[config.mk]
export PLATFORM = sky130hd
export DESIGN_NAME = mem_port_arbiter_flat
export DESIGN_NICKNAME = d
export VERILOG_FILES = /design/src/rtl/mem_arb_pkg.sv /design/src/rtl/mem_port_arbiter_if.sv /design/src/rtl/arb_starve_ctr.sv /design/src/rtl/mem_port_arbiter.sv /design/src/flat_wrapper.sv
export SDC_FILE = /design/constraint.sdc
export NUM_CORES = 1
export LEC_CHECK = 0
export CORE_ASPECT_RATIO = 0.75
export CORE_UTILIZATION = 40
export CTS_CLUSTER_DIAMETER = 200
export DETAILED_ROUTE_END_ITERATION = 8
export GPL_TIMING_DRIVEN = 0
export PLACE_DENSITY = 0.74
export SLEW_MARGIN = 20
export SYNTH_ARGS = -nofsm -noshare
export SYNTH_HDL_FRONTEND = slang
export SYNTH_SLANG_ARGS = --single-unit
[constraint.sdc]
create_clock -name clk -period 3.8 [get_ports clk]
set_input_delay 0.76 -clock clk [delete_from_list [all_inputs] [get_ports clk]]
set_output_delay 0.76 -clock clk [all_outputs]
set_load 0.005 [all_outputs]
[src/rtl/mem_arb_pkg.sv]
// Shared types and limits for the IF/MEM unified-memory port arbiter.
package mem_arb_pkg;

  localparam int unsigned MAX_WAIT_CYCLES = 15;
  localparam int unsigned MAX_STARVE      = 15;
  localparam int unsigned CNT_W           = 4;
  localparam int unsigned PERF_W          = 16;

  typedef enum logic [1:0] {
    IDLE   = 2'd0,
    ACCESS = 2'd1,
    RESP   = 2'd2
  } arb_state_t;

  typedef enum logic {
    GNT_IF = 1'b0,
    GNT_D  = 1'b1
  } gnt_id_t;

  // Increment that sticks at all-ones instead of wrapping.
  function automatic logic [PERF_W-1:0] sat_inc16(input logic [PERF_W-1:0] v);
    return (v == {PERF_W{1'b1}}) ? v : v + PERF_W'(1);
  endfunction

endpackage

[src/rtl/mem_port_arbiter_if.sv]
// Requester and memory-port signals of the arbiter; slave is the arbiter view.
interface mem_port_arbiter_if #(
  parameter int unsigned ADDR_W = 8,
  parameter int unsigned DATA_W = 32
);

  logic              if_req;
  logic [ADDR_W-1:0] if_addr;
  logic [DATA_W-1:0] if_rdata;
  logic              if_ready;

  logic              d_req;
  logic              d_we;
  logic [ADDR_W-1:0] d_addr;
  logic [DATA_W-1:0] d_wdata;
  logic [DATA_W-1:0] d_rdata;
  logic              d_ready;

  logic              mem_en;
  logic              mem_we;
  logic [ADDR_W-1:0] mem_addr;
  logic [DATA_W-1:0] mem_wdata;
  logic [DATA_W-1:0] mem_rdata;

  logic              busy;

  modport slave (
    input  if_req, if_addr, d_req, d_we, d_addr, d_wdata, mem_rdata,
    output if_rdata, if_ready, d_rdata, d_ready,
    output mem_en, mem_we, mem_addr, mem_wdata, busy
  );

  modport master (
    output if_req, if_addr, d_req, d_we, d_addr, d_wdata, mem_rdata,
    input  if_rdata, if_ready, d_rdata, d_ready,
    input  mem_en, mem_we, mem_addr, mem_wdata, busy
  );

endinterface

[src/rtl/arb_starve_ctr.sv]
// Saturating count of consecutive fetch losses; sat_c forces the next fetch grant.
module arb_starve_ctr
  import mem_arb_pkg::*;
#(
  parameter int unsigned STARVE_MAX = 4
) (
  input  logic clk,
  input  logic rst_n,
  input  logic inc,
  input  logic clr,
  output logic sat_c
);

  logic [CNT_W-1:0] cnt;

  assign sat_c = (cnt >= CNT_W'(STARVE_MAX));

  always_ff @(posedge clk) begin
    if (!rst_n) begin
      cnt <= '0;
    end else if (clr) begin
      cnt <= '0;
    end else if (inc && !sat_c) begin
      cnt <= cnt + CNT_W'(1);
    end
  end

endmodule

[src/rtl/mem_port_arbiter.sv]
// Arbitrates fetch and data accesses onto one single-ported memory bank.
// Optional ARB_PERF_EN adds per-requester wait-cycle counters.
module mem_port_arbiter
  import mem_arb_pkg::*;
#(
  parameter int unsigned ADDR_W      = 8,
  parameter int unsigned DATA_W      = 32,
  parameter int unsigned WAIT_CYCLES = 1,
  parameter int unsigned STARVE_MAX  = 4
) (
  input  logic                  clk,
  input  logic                  rst_n,
  mem_port_arbiter_if.slave     bus
`ifdef ARB_PERF_EN
  ,
  output logic [PERF_W-1:0]     if_wait_cnt,
  output logic [PERF_W-1:0]     d_wait_cnt
`endif
);

  arb_state_t        state;
  gnt_id_t           gnt_q;
  logic              we_q;
  logic [ADDR_W-1:0] addr_q;
  logic [DATA_W-1:0] wdata_q;
  logic [CNT_W-1:0]  wcnt;

  logic              if_ready_q;
  logic              d_ready_q;
  logic [DATA_W-1:0] if_rdata_q;
  logic [DATA_W-1:0] d_rdata_q;
  logic              busy_q;

  logic              grant_c;
  gnt_id_t           gnt_c;
  logic              starve_inc_c;
  logic              starve_clr_c;
  logic              starve_sat_c;
  logic              access_c;
  logic              wr_c;

  arb_starve_ctr #(
    .STARVE_MAX(STARVE_MAX)
  ) u_starve (
    .clk  (clk),
    .rst_n(rst_n),
    .inc  (starve_inc_c),
    .clr  (starve_clr_c),
    .sat_c(starve_sat_c)
  );

  // Data wins unless fetch has lost STARVE_MAX times in a row.
  always_comb begin
    grant_c      = 1'b0;
    gnt_c        = GNT_IF;
    starve_inc_c = 1'b0;
    starve_clr_c = 1'b0;
    if (state == IDLE) begin
      if (bus.d_req && !starve_sat_c) begin
        grant_c      = 1'b1;
        gnt_c        = GNT_D;
        starve_inc_c = bus.if_req;
      end else if (bus.if_req) begin
        grant_c      = 1'b1;
        gnt_c        = GNT_IF;
        starve_clr_c = 1'b1;
      end else if (bus.d_req) begin
        grant_c      = 1'b1;
        gnt_c        = GNT_D;
      end
    end
  end

  always_ff @(posedge clk) begin
    if (!rst_n) begin
      state      <= IDLE;
      gnt_q      <= GNT_IF;
      we_q       <= 1'b0;
      addr_q     <= '0;
      wdata_q    <= '0;
      wcnt       <= '0;
      if_ready_q <= 1'b0;
      d_ready_q  <= 1'b0;
      if_rdata_q <= '0;
      d_rdata_q  <= '0;
      busy_q     <= 1'b0;
    end else begin
      case (state)
        IDLE: begin
          if (grant_c) begin
            state  <= ACCESS;
            busy_q <= 1'b1;
            gnt_q  <= gnt_c;
            wcnt   <= '0;
            if (gnt_c == GNT_D) begin
              addr_q  <= bus.d_addr;
              we_q    <= bus.d_we;
              wdata_q <= bus.d_wdata;
            end else begin
              addr_q  <= bus.if_addr;
              we_q    <= 1'b0;
              wdata_q <= '0;
            end
          end
        end
        ACCESS: begin
          wcnt <= wcnt + CNT_W'(1);
          // Last held cycle: memory data is stable, capture it into the response.
          if (wcnt == CNT_W'(WAIT_CYCLES - 1)) begin
            state <= RESP;
            if (gnt_q == GNT_D) begin
              d_ready_q <= 1'b1;
              d_rdata_q <= we_q ? '0 : bus.mem_rdata;
            end else begin
              if_ready_q <= 1'b1;
              if_rdata_q <= bus.mem_rdata;
            end
          end
        end
        RESP: begin
          state      <= IDLE;
          busy_q     <= 1'b0;
          if_ready_q <= 1'b0;
          d_ready_q  <= 1'b0;
          if_rdata_q <= '0;
          d_rdata_q  <= '0;
        end
        default: begin
          state  <= IDLE;
          busy_q <= 1'b0;
        end
      endcase
    end
  end

  assign access_c = (state == ACCESS);
  assign wr_c     = access_c && (gnt_q == GNT_D) && we_q;

  assign bus.mem_en    = access_c;
  assign bus.mem_we    = wr_c;
  assign bus.mem_addr  = access_c ? addr_q : '0;
  assign bus.mem_wdata = wr_c ? wdata_q : '0;

  assign bus.if_ready = if_ready_q;
  assign bus.if_rdata = if_rdata_q;
  assign bus.d_ready  = d_ready_q;
  assign bus.d_rdata  = d_rdata_q;
  assign bus.busy     = busy_q;

`ifdef ARB_PERF_EN
  logic [PERF_W-1:0] if_wait_q;
  logic [PERF_W-1:0] d_wait_q;

  // Cycles a requester is asking but not being served.
  always_ff @(posedge clk) begin
    if (!rst_n) begin
      if_wait_q <= '0;
      d_wait_q  <= '0;
    end else begin
      if (bus.if_req && !if_ready_q) if_wait_q <= sat_inc16(if_wait_q);
      if (bus.d_req && !d_ready_q)   d_wait_q  <= sat_inc16(d_wait_q);
    end
  end

  assign if_wait_cnt = if_wait_q;
  assign d_wait_cnt  = d_wait_q;
`endif

endmodule

[src/flat_wrapper.sv]
// flat-port wrapper written by rule: the top's interface ports become plain ports
module mem_port_arbiter_flat import mem_arb_pkg::*;
#(
  parameter int unsigned ADDR_W      = 8,
  parameter int unsigned DATA_W      = 32,
  parameter int unsigned WAIT_CYCLES = 1,
  parameter int unsigned STARVE_MAX  = 4
)
  (clk, rst_n, bus_if_req, bus_if_addr, bus_d_req, bus_d_we, bus_d_addr, bus_d_wdata, bus_mem_rdata, bus_if_rdata, bus_if_ready, bus_d_rdata, bus_d_ready, bus_mem_en, bus_mem_we, bus_mem_addr, bus_mem_wdata, bus_busy);
  mem_port_arbiter_if #(.ADDR_W(ADDR_W), .DATA_W(DATA_W)) bus_i ();
  input  logic clk;
  input  logic rst_n;
  input wire logic [$bits(bus_i.if_req)-1:0] bus_if_req;
  input wire logic [$bits(bus_i.if_addr)-1:0] bus_if_addr;
  input wire logic [$bits(bus_i.d_req)-1:0] bus_d_req;
  input wire logic [$bits(bus_i.d_we)-1:0] bus_d_we;
  input wire logic [$bits(bus_i.d_addr)-1:0] bus_d_addr;
  input wire logic [$bits(bus_i.d_wdata)-1:0] bus_d_wdata;
  input wire logic [$bits(bus_i.mem_rdata)-1:0] bus_mem_rdata;
  output wire logic [$bits(bus_i.if_rdata)-1:0] bus_if_rdata;
  output wire logic [$bits(bus_i.if_ready)-1:0] bus_if_ready;
  output wire logic [$bits(bus_i.d_rdata)-1:0] bus_d_rdata;
  output wire logic [$bits(bus_i.d_ready)-1:0] bus_d_ready;
  output wire logic [$bits(bus_i.mem_en)-1:0] bus_mem_en;
  output wire logic [$bits(bus_i.mem_we)-1:0] bus_mem_we;
  output wire logic [$bits(bus_i.mem_addr)-1:0] bus_mem_addr;
  output wire logic [$bits(bus_i.mem_wdata)-1:0] bus_mem_wdata;
  output wire logic [$bits(bus_i.busy)-1:0] bus_busy;
  assign bus_i.if_req = bus_if_req;
  assign bus_i.if_addr = bus_if_addr;
  assign bus_i.d_req = bus_d_req;
  assign bus_i.d_we = bus_d_we;
  assign bus_i.d_addr = bus_d_addr;
  assign bus_i.d_wdata = bus_d_wdata;
  assign bus_i.mem_rdata = bus_mem_rdata;
  assign bus_if_rdata = bus_i.if_rdata;
  assign bus_if_ready = bus_i.if_ready;
  assign bus_d_rdata = bus_i.d_rdata;
  assign bus_d_ready = bus_i.d_ready;
  assign bus_mem_en = bus_i.mem_en;
  assign bus_mem_we = bus_i.mem_we;
  assign bus_mem_addr = bus_i.mem_addr;
  assign bus_mem_wdata = bus_i.mem_wdata;
  assign bus_busy = bus_i.busy;
  mem_port_arbiter #(.ADDR_W(ADDR_W), .DATA_W(DATA_W), .WAIT_CYCLES(WAIT_CYCLES), .STARVE_MAX(STARVE_MAX)) u_core (.clk(clk), .rst_n(rst_n), .bus(bus_i));
endmodule
==> impl_metrics.yaml <==
run_status:
  status: "complete, no violations"
critical_path:
  cp-end-kind: "primary output"
  crit_fanout: 11
  cp_top_family: "buffers and inverters"
  cp_num_buf_inv: 3
  cp.arrival_ns: 2.69
  crit_type: "reg -> out"
  slowest_stage: "clkdlybuf4s50_1"
  crit_path_start_kind: "register"
  critical_path.cell_chain: "inv_1, ha_1, and3_1, clkbuf_1, and2_1, clkdlybuf4s50_1"
  critPathMaxStageDelay_ns: 0.53
  worst_ep_required_time_ns: 3.04
die:
  die_h_um: 100
  core_mm2: 0.0124
  start_util_pct: 41.5
  row_count: 35
  die_w_um: 133
  num_io_pins: 194
  die_area_mm2: 0.0134
timing:
  timing.slew.headroom_pct: 50.7
  min_period_ns: 3.45
  fmax_mhz: 290
  rsz0062_at_grt: "no"
  tightest_slew_ns: 0.738
  setup_violations: 0
  slew_violations: 0
  timing.final.ws_setup_ns: 0.350
  hold_viol: 0
  clock_skew_ns: 0.00795
  period_share_pct: 90.8
  finalSetupTns_ns: 0
pwr:
  seq_power_share_pct: 37.5
  p_per_area_mw_per_mm2: 509
  switching_share_pct: 26.4
  p_comb_share_pct: 23.9
  ir_drop_uv: 338
  p_sw_mw: 1.06
  intPower_mw: 2.95
  clkPwrFrac_pct: 38.7
  p_total_mw: 4.01
  p_leak_nw: 3.11
place:
  dpl_worst_slack_ns: 0.611
  globalplace.congestion: 0.829
  place_inst: 889
  port_buffers: 193
  dp_hpwl_mm: 11.0
clock_tree:
  ctsLongestPathBuffers: 2
  cts_buffers: 17
  clock-root-buffer: "clkbuf_16"
  cts_resized: 0
  clk_latency_ns: 0.41
  path_clk_slew_ns: 0.05
  cts_hold_buf: 0
  htree_levels: 4
  numClockSinks: 119
  cts_tree: "yes"
synthesis:
  ys_ff_latch: 119
  synth_edf_count: 0
  synthArstFlopShare_pct: 0
  avgSynthCellArea_um2: 9.74
  synth_fp_nets: 622
  netlist_instances: 530
  synth_cell_types: 42
  ys_seq_area_share_pct: 46.1
  netlist_area_mm2: 0.00516
  synth_ff_type: "dfxtp_1"
  yosys_warnings: 0
route:
  vias: 4642
  viasPerCell: 5.06
  first_iter_violations: 189
  drc: 0
  routed_wl_mm: 15.0
  first_pass_iters: 4
  wire_per_inst_um: 16.3
  antenna_left: 0
global_routing:
  grt_first_pass_wirelength_mm: 24.0
  grt_pass1_vias: 4753
  track_usage_pct: 23.0
  grt_overflow: 0
  antenna_found_initial: 0
  grt_max_degree: 17
hold_path:
  hold_class: "reg -> reg"
run:
  maxCapViolations: 0
cells_and_area:
  fillers: 1017
  final_nets: 833
  diodes: 0
  drive_above_1_share_pct: 7.59
  stdcell_count: 917
  synthToLayoutAreaGrowth_pct: 52.4
logic make-up after synthesis:
group,Yosys count,synth area share (%)
flops,119,46.1
buf+inv,52,6.47
compound gates,82,12.3
simple gates,204,20.6
mux,66,12.8
fa+ha+maj,7,1.70
per-layer routing:
layer	GRT usage [%]	share of wire [%]
met1	28.1	45
met2	38.1	45
met3	7.98	8.7
met4	7.17	1.2
met5	0	0
worst register-to-register path, cell delays in order (launching register included):
cell	delay [ns]
dfxtp_1	0.39
inv_1	0.09
ha_1	0.32
nor3b_1	0.65
clkbuf_1	0.44
nand2_1	0.14
mux2i_1	0.15
cell usage in the layout, fill, tap and decap left out, drive strengths merged, types with 8 or more instances in the layout:
cell type,n
clkdlybuf4s50,193
dfxtp,119
nand2,102
mux2i,66
clkbuf,51
and2,43
a22o,33
nand3b,33
o21ai,17
a211oi,16
buf,12
nor2,10
inv,8
power by group through the flow:
stage / clock (mW) / sequential (mW) / combinational (mW)
after floorplan: 0 / 1.52 / 0.497
after global routing: 1.64 / 1.52 / 1.03
after global placement: 0 / 1.52 / 0.941
final: 1.55 / 1.50 / 0.956
after CTS: 1.57 / 1.50 / 0.964
after detailed placement: 0 / 1.52 / 0.957
timing repair:
action                                  4_1_cts  5_1_grt
endpoints found under the hold margin         0        0
buffers inserted                              0        0
endpoints found under the setup margin        0        1
per-stage QoR:
stage / util (%) / hold slack, ns / area [um^2]
floorplan: - / 0.434 / 5160
global placement: 58.7 / 0.443 / 7300
detailed placement: 58.7 / 0.450 / 7300
CTS: 63.3 / 0.458 / 7870
global route: 63.3 / 0.474 / 7870
finish: 63.3 / 0.459 / 7870
flip-flops by register name, indices dropped and copies added, names as in the netlist:
name                 count
u_core.bus.d_rdata      32
u_core.u_starve.cnt      4
u_core.addr_q            8
u_core.we_q              1
u_core.wcnt              4
u_core.bus.if_ready      1
u_core.bus.busy          1
u_core.bus.d_ready       1
u_core.state             2
u_core.wdata_q          32
u_core.bus.if_rdata     32
u_core.gnt_q             1
area by class of cell:
class | count | area [um^2] | area share, %
sequential | 119 | 2380 | 30.3
buffer | 43 | 300 | 3.82
timing repair buffer | 193 | 1930 | 24.6
inverter | 8 | 30.0 | 0.382
tap | 166 | 208 | 2.64
clock buffer | 20 | 467 | 5.93
clock inverter | 9 | 103 | 1.30
multi-input combinational | 359 | 2450 | 31.1
worst paths after layout:
check	startpoint	end	slack, ns	cells past startpoint
hold reg to reg	u_core.bus.if_ready$_SDFFE_PN0P_	u_core.bus.if_ready$_SDFFE_PN0P_	0.46	2
setup / recovery	u_core.state[1]$_SDFFE_PN0P_	bus_mem_wdata[23]	0.35	6
hold / removal	u_core.bus.if_ready$_SDFFE_PN0P_	u_core.bus.if_ready$_SDFFE_PN0P_	0.46	2
setup reg to reg	u_core.state[0]$_SDFFE_PN0P_	u_core.bus.d_rdata[15]$_SDFFE_PN0P_	1.57	6
synthesized netlist by cell type, types with 3 or more instances:
cell type	instances	area, um^2
a22o_1	33	289
buf_8	3	45.0
nand3b_1	33	248
clkbuf_1	24	90.1
buf_2	5	25.0
clkbuf_8	8	110
nand2_1	102	383
a21oi_1	3	15.0
mux2i_1	66	661
nor2_1	10	37.5
a21boi_0	4	30.0
dfxtp_1	119	2380
inv_1	8	30.0
nor3b_1	3	22.5
ha_1	7	87.6
and2_1	42	263
a211oi_1	16	120
o21ai_0	15	75.1
buf_4	3	22.5
No activity file was read; power rests on OpenSTA's default activity.
